$ cat src/rtl/ifu_pkg.sv
// ifu_pkg: shared types and constants for the instruction fetch unit.
//   ifu_state_t      - fetch FSM states (IDLE, REQ, WAIT, KILL)
//   BUBBLE_INSTR     - encoding presented on instr_o when no instruction is valid
//   PC_INC           - sequential PC step
//   RESET_PC_DEFAULT - default first fetch address after reset
//   align_pc/next_pc - word alignment and wrapping sequential increment
package ifu_pkg;

   typedef enum logic [1:0] {
      IDLE = 2'd0,
      REQ  = 2'd1,
      WAIT = 2'd2,
      KILL = 2'd3
   } ifu_state_t;

   localparam logic [31:0] BUBBLE_INSTR     = 32'b0;
   localparam logic [31:0] PC_INC           = 32'd4;
   localparam logic [31:0] RESET_PC_DEFAULT = 32'h0000_0000;

   function automatic logic [31:0] align_pc(input logic [31:0] pc);
      return {pc[31:2], 2'b00};
   endfunction

   // 32-bit add: 32'hFFFF_FFFC wraps to 0.
   function automatic logic [31:0] next_pc(input logic [31:0] pc);
      return pc + PC_INC;
   endfunction

endpackage

$ cat src/rtl/ifu_skid_buffer.sv
// ifu_skid_buffer: one-entry holding register for a fetched instruction that
// arrived while the decode stage was stalled. Only built when IFU_SKID_EN is
// defined.
// Ports:
//   clk, rst_n          - clock, asynchronous active-low reset
//   load                - capture load_pc/load_instr, mark entry valid
//   drain               - entry consumed by the output registers
//   clear               - discard entry (branch redirect); wins over load
//   load_pc, load_instr - data to capture
//   valid, pc, instr    - stored entry
module ifu_skid_buffer
   import ifu_pkg::*;
(
   input  logic        clk,
   input  logic        rst_n,
   input  logic        load,
   input  logic        drain,
   input  logic        clear,
   input  logic [31:0] load_pc,
   input  logic [31:0] load_instr,
   output logic        valid,
   output logic [31:0] pc,
   output logic [31:0] instr
);

   always_ff @(posedge clk or negedge rst_n) begin
      if (!rst_n) begin
         valid <= 1'b0;
      end else if (clear) begin
         valid <= 1'b0;
      end else if (load) begin
         valid <= 1'b1;
      end else if (drain) begin
         valid <= 1'b0;
      end
   end

   // Payload is only meaningful while valid is set, so it carries no reset.
   always_ff @(posedge clk) begin
      if (load) begin
         pc    <= load_pc;
         instr <= load_instr;
      end
   end

endmodule

$ cat src/rtl/instr_fetch_unit.sv
// instr_fetch_unit: IF stage. Owns the PC, issues one outstanding request at a
// time to instruction memory (req/gnt/rvalid) and drives the IF/ID register
// (pc_o/instr_o/valid_o), inserting zero bubbles when nothing is available.
// Optional macro IFU_SKID_EN: keep a response that arrives during a stall in a
// one-entry skid buffer instead of dropping it and refetching.
// Ports:
//   clk_i, rst_ni                        - clock, asynchronous active-low reset
//   stall_i                              - hold IF/ID outputs
//   redirect_i, target_i                 - taken branch/jump and its target
//   imem_req_o, imem_addr_o, imem_gnt_i  - request handshake
//   imem_rvalid_i, imem_rdata_i          - response
//   pc_o, instr_o, valid_o               - registered IF/ID outputs
module instr_fetch_unit
   import ifu_pkg::*;
#(
   parameter logic [31:0] RESET_PC = RESET_PC_DEFAULT
) (
   input  logic        clk_i,
   input  logic        rst_ni,
   input  logic        stall_i,
   input  logic        redirect_i,
   input  logic [31:0] target_i,
   output logic        imem_req_o,
   output logic [31:0] imem_addr_o,
   input  logic        imem_gnt_i,
   input  logic        imem_rvalid_i,
   input  logic [31:0] imem_rdata_i,
   output logic [31:0] pc_o,
   output logic [31:0] instr_o,
   output logic        valid_o
);

   ifu_state_t  state_q, state_d;
   logic [31:0] pc_q, pc_d;
   logic [31:0] target;
   logic        fire, rsp, capture, hold_fetch;
   logic        skid_full, skid_drain;
   logic [31:0] skid_pc, skid_instr;

   assign target      = align_pc(target_i);
   assign rsp         = (state_q == WAIT) && imem_rvalid_i;
   // Response that cannot be delivered because decode is stalled.
   assign capture     = rsp && stall_i && !redirect_i;
   assign skid_drain  = skid_full && !stall_i && !redirect_i;
   assign imem_req_o  = (state_q == REQ) && !hold_fetch;
   assign imem_addr_o = pc_q;
   assign fire        = imem_req_o && imem_gnt_i;

`ifdef IFU_SKID_EN
   ifu_skid_buffer u_skid (
      .clk        (clk_i),
      .rst_n      (rst_ni),
      .load       (capture),
      .drain      (skid_drain),
      .clear      (redirect_i),
      .load_pc    (pc_q),
      .load_instr (imem_rdata_i),
      .valid      (skid_full),
      .pc         (skid_pc),
      .instr      (skid_instr)
   );
   // No new request until the held instruction has gone downstream.
   assign hold_fetch = skid_full;
`else
   logic drop_q;

   // Set when a stalled response was thrown away; blocks the refetch until
   // the stall lifts so the same response cannot be dropped repeatedly.
   always_ff @(posedge clk_i or negedge rst_ni) begin
      if (!rst_ni) begin
         drop_q <= 1'b0;
      end else if (capture) begin
         drop_q <= 1'b1;
      end else if (!stall_i || redirect_i) begin
         drop_q <= 1'b0;
      end
   end

   assign hold_fetch = drop_q;
   assign skid_full  = 1'b0;
   assign skid_pc    = '0;
   assign skid_instr = '0;
`endif

   always_ff @(posedge clk_i or negedge rst_ni) begin
      if (!rst_ni) begin
         state_q <= IDLE;
         pc_q    <= align_pc(RESET_PC);
      end else begin
         state_q <= state_d;
         pc_q    <= pc_d;
      end
   end

   always_comb begin
      state_d = state_q;
      pc_d    = pc_q;
      case (state_q)
         IDLE: state_d = REQ;
         REQ: begin
            if (redirect_i) pc_d = target;
            // A granted request that is redirected must still be drained.
            if (fire) state_d = redirect_i ? KILL : WAIT;
         end
         WAIT: begin
            if (redirect_i) begin
               pc_d    = target;
               state_d = imem_rvalid_i ? REQ : KILL;
            end else if (imem_rvalid_i) begin
               state_d = REQ;
`ifdef IFU_SKID_EN
               pc_d = next_pc(pc_q);
`else
               // A dropped response leaves the PC in place for the refetch.
               if (!stall_i) pc_d = next_pc(pc_q);
`endif
            end
         end
         KILL: begin
            if (redirect_i) pc_d = target;
            if (imem_rvalid_i) state_d = REQ;
         end
         default: state_d = IDLE;
      endcase
   end

   // IF/ID register: redirect squashes, otherwise stall holds.
   always_ff @(posedge clk_i or negedge rst_ni) begin
      if (!rst_ni) begin
         pc_o    <= '0;
         instr_o <= BUBBLE_INSTR;
         valid_o <= 1'b0;
      end else if (redirect_i || !stall_i) begin
         if (skid_drain) begin
            pc_o    <= skid_pc;
            instr_o <= skid_instr;
            valid_o <= 1'b1;
         end else if (rsp && !redirect_i) begin
            pc_o    <= pc_q;
            instr_o <= imem_rdata_i;
            valid_o <= 1'b1;
         end else begin
            pc_o    <= pc_q;
            instr_o <= BUBBLE_INSTR;
            valid_o <= 1'b0;
         end
      end
   end

endmodule

$ cat config.mk
export PLATFORM = sky130hd
export DESIGN_NAME = instr_fetch_unit
export DESIGN_NICKNAME = d
export VERILOG_FILES = /design/src/rtl/ifu_pkg.sv /design/src/rtl/ifu_skid_buffer.sv /design/src/rtl/instr_fetch_unit.sv
export SDC_FILE = /design/constraint.sdc
export NUM_CORES = 1
export LEC_CHECK = 0
export ABC_AREA = 1
export CELL_PAD_IN_SITES_DETAIL_PLACEMENT = 0
export CELL_PAD_IN_SITES_GLOBAL_PLACEMENT = 2
export CORE_MARGIN = 2
export CORE_UTILIZATION = 27
export CTS_BUF_LIST = sky130_fd_sc_hd__clkbuf_4
export DETAILED_ROUTE_END_ITERATION = 12
export PLACE_DENSITY_LB_ADDON = 0.1
export SLEW_MARGIN = 30
export SYNTH_ARGS = -nofsm -noshare
export SYNTH_HDL_FRONTEND = slang
export SYNTH_SLANG_ARGS = --single-unit
$ cat constraint.sdc
create_clock -name clk_i -period 2.55 [get_ports clk_i]
set_input_delay 0.3825 -clock clk_i [delete_from_list [all_inputs] [get_ports clk_i]]
set_output_delay 0.3825 -clock clk_i [all_outputs]
set_load 0.05 [all_outputs]
==> out/summary.txt, run 1 <==
fmax -> 434 MHz
final non-filler cell total -> 1063
worst path arrival time -> 1.92 ns
DIE AREA -> 0.0193 mm2
final hold vios -> 0
largest net degree at the start of global routing -> 86
ys flop type -> dfrtp_1
sequential element share of the synthesized area -> 49.0%
fin nets -> 898
CTS max path bufs -> 2
Post-Synthesis Cell Area -> 0.00491 mm2
syn avg cell area -> 7.29 um2
Hold Crit Class -> in -> async
Setup-failing EPs final -> 0
Initial Utilization -> 27.4%
share of cells above drive strength 1 -> 5.05%
Slew @ Worst Pin -> 0.573 ns
CTS clk-pin slew, worst paths -> 0.17 ns
vias in the first global route -> 4475
cell count after placement -> 1044
RSZ-0062 raised after global routing -> false
Area Overhead vs Synth -> 40.1%
crit-path max cell delay -> 0.87 ns
Fin Setup TNS -> 0 ns
Routed Antenna Nets -> 0
first-pass GRT wire length -> 25800 um
CP bufs+invs -> 1
worst flop-to-flop path startpoint -> imem_addr_o[3]
Period Utilization, post-route -> 90.4%
clk root buf -> clkbuf_4
fraction of registers with async set/reset -> 100%
flops & latches, synth -> 96
crit end category -> output port
Worst Setup SP -> imem_addr_o[9]
status -> finished, final reports clean
Syn. warnings -> 0
CP required -> 2.17 ns
DR iter-0 viols -> 207
PortBufs -> 161
Skew-Pair Late Insertion Delay -> 0.50 ns
clock skew -> 0.0357 ns
HPWL after detailed placement -> 12300 um
Avg WL per Cell -> 15.4 um
WS Path Type -> reg -> out
H-tree depth -> 3
Die Wd -> 139 um
Slowest-stage cell, CP -> clkdlybuf4s50_1
Post-synth EDFFs -> 0
CORE AREA -> 0.0179 mm2
max-slew violation count -> 0
Static Leak -> 3.09 nW
critical-path maximum fanout -> 6
antenna violations before repair -> 1
row count -> 49
via/cell ratio -> 4.45
CTS tree -> built
CTS buffer count -> 9
Clock Sinks -> 96
maximum vdd drop -> 0.000549 V
Final min period -> 2.31 ns
CP startpoint kind -> register
Vias -> 4730
Slew HR -> 61.7%
final wirelength -> 16300 um
DRC -> 0
power per cell area -> 1110 mW/mm2
grt ovf -> 0
cell count after synthesis -> 673
IO Count -> 168
Top delay family on crit path -> buffers and inverters
DRT Pass-1 Iters -> 6
Cell Chain, Critical Path -> clkdlybuf4s50_1
max cap viols -> 0
Netlist cell types -> 28
GPL Wtd Cong -> 0.847
DIE HEIGHT -> 139 um
GRT Total Usage -> 17.1%
==> worst paths after layout <==
path                                         to  slack, ns  cells after the start
max in group asynchronous              pc_o[31]       1.54                      3
worst max register to register  imem_addr_o[16]       0.59                      8
min in group clk_i                  instr_o[21]       0.43                      3
worst min-delay path                 instr_o[3]       0.33                      2
worst min register to register          pc_o[6]       0.50                      2
worst max-delay path             imem_addr_o[9]       0.24                      1
==> logic make-up after synthesis <==
kind of cell / count (synthesis) / synth area share [%]
flip-flops: 96 / 49.0
buffers and inverters: 108 / 9.82
AO/OA/AOI/OAI: 95 / 10.1
adder cells (fa/ha/maj): 1 / 0.255
other: 1 / 0.0764
XOR/XNOR: 2 / 0.357
AND/OR/NAND/NOR: 370 / 30.5
==> worst reg2reg max path, cell delays in order (launching register included) <==
cell	delay, ns
dfrtp_1	0.49
ha_1	0.27
nand3_1	0.18
nor2_1	0.49
nand3_1	0.13
nand2_1	0.09
nand3_1	0.06
nand2_1	0.06
o21ai_0	0.06
==> metrics by stage <==
| step | hold WS [ns] | cell area, um2 | worst slack (ns) | power [W] | utilization (%) |
|---|---|---|---|---|---|
| after floorplan | 0.0869 | 4920 | 0.689 | 0.00520 | - |
| after global placement | 0.332 | 6720 | 0.423 | 0.00681 | 37.5 |
| after detailed placement | 0.336 | 6720 | 0.391 | 0.00683 | 37.5 |
| after CTS | 0.306 | 6870 | 0.217 | 0.00776 | 38.4 |
| after global routing | 0.326 | 6870 | 0.154 | 0.00814 | 38.4 |
| final | 0.331 | 6870 | 0.244 | 0.00765 | 38.4 |
==> cell usage after synthesis (3+ instances only) <==
master    instances  area (um2)
nand2_1         232         871
buf_6             5        56.3
dfrtp_1          96        2400
buf_2            11        55.1
buf_4             6        45.0
a21oi_1          12        60.1
nor2_1           84         315
inv_1            76         285
clkbuf_1          8        30.0
o21ai_0          76         380
nand3_1          35         175
o21ai_1           3        15.0
nand4_1           5        31.3
nor2_2            7        43.8
==> flip-flops by register name, summed over array words and instances (netlist names) <==
name         flops
drop_q           1
imem_addr_o     30
instr_o         32
pc_o            30
state_q          2
valid_o          1
==> cell usage in the layout, fill, tap and decap left out, types with 2 or more instances in the layout <==
cell type and count:
a21oi_1 12, buf_12 2, buf_4 7, clkbuf_4 10, clkdlybuf4s50_1 159, clkinvlp_4 2, conb_1 4, dfrtp_1 96
diode_2 2, inv_1 76, nand2_1 232, nand2_2 2, nand3_1 35, nand4_1 5, nor2_1 84, nor2_2 6
nor2_4 3, o21ai_0 76, o21ai_1 3, xor2_1 2
==> final cells by class <==
| cell class | count | area, um2 |
|---|---|---|
| Clock buffer | 10 | 75.1 |
| Antenna cell | 2 | 5.00 |
| Sequential cell | 96 | 2400 |
| Timing Repair Buffer | 170 | 1700 |
| Fill cell | 1923 | 11000 |
| Inverter | 78 | 295 |
| Tap cell | 229 | 287 |
| Multi-Input combinational cell | 472 | 2040 |
| Clock inverter | 6 | 67.6 |
==> what timing repair did <==
item                                    CTS  global route
endpoints found under the setup margin    1             0
gates resized for setup                   1             0
hold buffers                              1             0
hold endpoints to repair                 27             0
setup buffers                             0             0
==> power by group <==
part           internal (W)  switching [W]  leakage, nW
registers           0.00198       0.000563         1.21
clock network      0.000313       0.000587       0.0730
logic               0.00128        0.00293         1.80
total               0.00357        0.00408         3.09
==> metal layers <==
| metal | wire (um) | track usage [%] | up-vias | part of all wire, % |
|---|---|---|---|---|
| met5 | 0 | 0 | - | 0 |
| met1 | 8170 | 25.9 | 2188 | 50 |
| li1 | - | - | 2392 | - |
| met2 | 7120 | 25.4 | 137 | 44 |
| met4 | 174 | 4.47 | 0 | 1.1 |
| met3 | 879 | 2.90 | 13 | 5.4 |
Power figures use the tool's default switching activity.
==> run 2, diff against run 1 <==
--- a/config.mk
+++ b/config.mk
@@ -9,7 +9,7 @@
 export CELL_PAD_IN_SITES_DETAIL_PLACEMENT = 0
 export CELL_PAD_IN_SITES_GLOBAL_PLACEMENT = 2
 export CORE_MARGIN = 2
-export CORE_UTILIZATION = 27
+export CORE_UTILIZATION = 23
 export CTS_BUF_LIST = sky130_fd_sc_hd__clkbuf_4
 export DETAILED_ROUTE_END_ITERATION = 12
 export PLACE_DENSITY_LB_ADDON = 0.1
==> constraint.sdc (replaced) <==
create_clock -name clk_i -period 2 [get_ports clk_i]
set_input_delay 0.3 -clock clk_i [delete_from_list [all_inputs] [get_ports clk_i]]
set_output_delay 0.3 -clock clk_i [all_outputs]
set_load 0.05 [all_outputs]
==> out/summary.txt, run 2 (same netlist as run 1, synthesis figures left out) <==
status -> finished, final reports clean
CTS buffer count -> 9 (unchanged)
largest net degree at the start of global routing -> 54 (-37%)
CTS max path bufs -> 2 (unchanged)
max FFs per register -> 32 (unchanged)
fmax -> 519 MHz
fin nets -> 917 (+2.1%)
crit-path max cell delay -> 0.82 ns (-0.05 ns)
Worst Setup SP -> pc_o[15]
commonest cells after routing, fill and taps aside -> 232 x nand2_1, 96 x dfrtp_1, 83 x nor2_1, 76 x inv_1, 76 x o21ai_0
Clock Sinks -> 96 (unchanged)
Sw Share -> 54.9% (+1.6 points)
met1 Use GR -> 22.7% (-3.2 points)
grt ovf -> 0 (unchanged)
most used routing layer in global routing -> met2
GPL Wtd Cong -> 0.813 (-4.0%)
CTS tree -> built
Fin Setup TNS -> 0 ns (unchanged)
CP startpoint kind -> register
final hold vios -> 0 (unchanged)
FF+latch area -> 0.00240 mm2 (unchanged)
clock skew -> 0.0316 ns (-0.00407 ns)
max cap viols -> 0 (unchanged)
WS Path Type -> reg -> out
Slowest-stage cell, CP -> clkdlybuf4s50_1
antenna violations before repair -> 1 (unchanged)
final wirelength -> 17300 um (+6.0%)
clk root buf -> clkbuf_4
first-pass GRT wire length -> 27000 um (+4.6%)
Slew @ Worst Pin -> 0.544 ns (-0.0285 ns)
HPWL after detailed placement -> 13300 um (+7.9%)
Initial Utilization -> 23.4% (-4.0 points)
DRC -> 0 (unchanged)
DIE AREA -> 0.0225 mm2 (+17%)
Final min period -> 1.93 ns
worst flop-to-flop path startpoint -> imem_addr_o[7]
row count -> 53 (+8.2%)
vias in the first global route -> 4797 (+7.2%)
PortBufs -> 161 (unchanged)
pre-CTS setup slack -> 0.102 ns (-0.289 ns)
power per cell area -> 1380 mW/mm2 (+24%)
Hold Crit Class -> in -> async
max-slew violation count -> 0 (unchanged)
multi-input logic area -> 0.00204 mm2 (+0.12%)
critical-path maximum fanout -> 2 (-4)
Cell Chain, Critical Path -> clkdlybuf4s50_1
Period Utilization, post-route -> 96.3%
final worst slack -> 0.0731 ns (-0.171 ns)
Clk pwr share -> 11.3% (-0.5 points)
DRT Pass-1 Iters -> 4 (-2)
total net switching power -> 0.00534 W (+31%)
DR iter-0 viols -> 193 (-6.8%)
Top delay family on crit path -> buffers and inverters
CP bufs+invs -> 1 (unchanged)
crit end category -> output port
IO Count -> 168 (unchanged)
DIE HEIGHT -> 150 um (+8.1%)
share of cells above drive strength 1 -> 10.8% (+5.8 points)
CTS clk-pin slew, worst paths -> 0.18 ns (about the same)
routing usage on met3 -> 2.26% (-0.64 points)
met2 usage -> 24.9% (-0.42 points)
CP required -> 1.70 ns (-0.47 ns)
Static Leak -> 3.60 nW (+17%)
GRT Total Usage -> 15.8% (-1.3 points)
H-tree depth -> 3 (unchanged)
Area Overhead vs Synth -> 43.5%
worst path arrival time -> 1.63 ns (-0.29 ns)
Slew HR -> 63.9% (+2.2 points)
Avg WL per Cell -> 15.4 um (about the same)
CORE AREA -> 0.0210 mm2 (+17%)
most flop-heavy register -> instr_o
Skew-Pair Late Insertion Delay -> 0.47 ns (-0.03 ns)
P_int -> 0.00439 W (+23%)
most common cell after layout, fill and taps aside -> nand2_1
Routed Antenna Nets -> 0 (unchanged)
maximum vdd drop -> 0.000688 V (+25%)
Vias -> 4743 (+0.27%)
Sequential Power Share -> 32.9% (-0.3 points)
Die Wd -> 150 um (+8.1%)
FILL cells -> 2298 (+20%)
combinational power share -> 55.8% (+0.8 points)
via/cell ratio -> 4.21 (-5.4%)
Setup-failing EPs final -> 0 (unchanged)
RSZ-0062 raised after global routing -> false
[run 2: cell count changes in the layout (fill, tap and decap cells not counted), sizes merged]
cell           before  now
clkdlybuf4s50     159   68
buf                 9   58
dlygate4sd2         1   49
dlymetal6s2s        0   13
inv                79   82
clkinvlp            2    0
bufinv              1    0
clkbuf             10    9
clkinv              2    3
diode               2    1
[run 2: stage by stage]
step	area (um2)	instances	hold WS, ns	power [W]	utilization, %
after floorplan	4920	676	0.00441	0.00663	-
after global placement	6920	1109	0.306	0.00890	33.0
after detailed placement	6920	1109	0.306	0.00892	33.0
after CTS	7000	1126	0.281	0.00990	33.4
after global routing	7040	1127	0.318	0.0104	33.6
final	7040	1127	0.305	0.00973	33.6
[run 2: worst paths after layout]
| kind | endpoint | slack [ns] | depth (start not counted) |
|---|---|---|---|
| max | pc_o[15] | 0.07 | 1 |
| min reg2reg | pc_o[18] | 0.50 | 2 |
| max reg2reg | imem_addr_o[27] | 0.24 | 9 |
| min | instr_o[16] | 0.31 | 2 |
| max in group asynchronous | pc_o[18] | 1.12 | 3 |
| min in group clk_i | instr_o[3] | 0.37 | 3 |
[run 2: power groups by stage]
stage | sequential, W | clock (W) | combinational (W)
4_1_cts | 0.00323 | 0.00117 | 0.00550
5_1_grt | 0.00332 | 0.00124 | 0.00586
3_5_place_dp | 0.00328 | 0 | 0.00564
3_3_place_gp | 0.00327 | 0 | 0.00563
6_report | 0.00320 | 0.00110 | 0.00543
2_1_floorplan | 0.00509 | 0 | 0.00154
[run 2: area by class of cell]
cell class	count	area share, %
Multi-Input combinational cell	472	29.0
Sequential cell	96	34.1
Clock buffer	9	0.959
Clock inverter	7	0.995
Timing Repair Buffer	189	25.8
Antenna cell	1	0.0355
Inverter	78	4.19
Tap cell	275	4.89
[run 2: per-layer routing]
metal | vias up | wire length (um)
met3 | 11 | 860
li1 | 2427 | -
met2 | 116 | 7670
met5 | - | 0
met4 | 0 | 180
met1 | 2189 | 8620
[run 2: timing repair]
item,4_1_cts,5_1_grt
hold buffers,1,0
gates resized for setup,49,14
endpoints found under the hold margin,32,0
endpoints found under the setup margin,49,14
buffers inserted,0,0
pin swaps,0,0
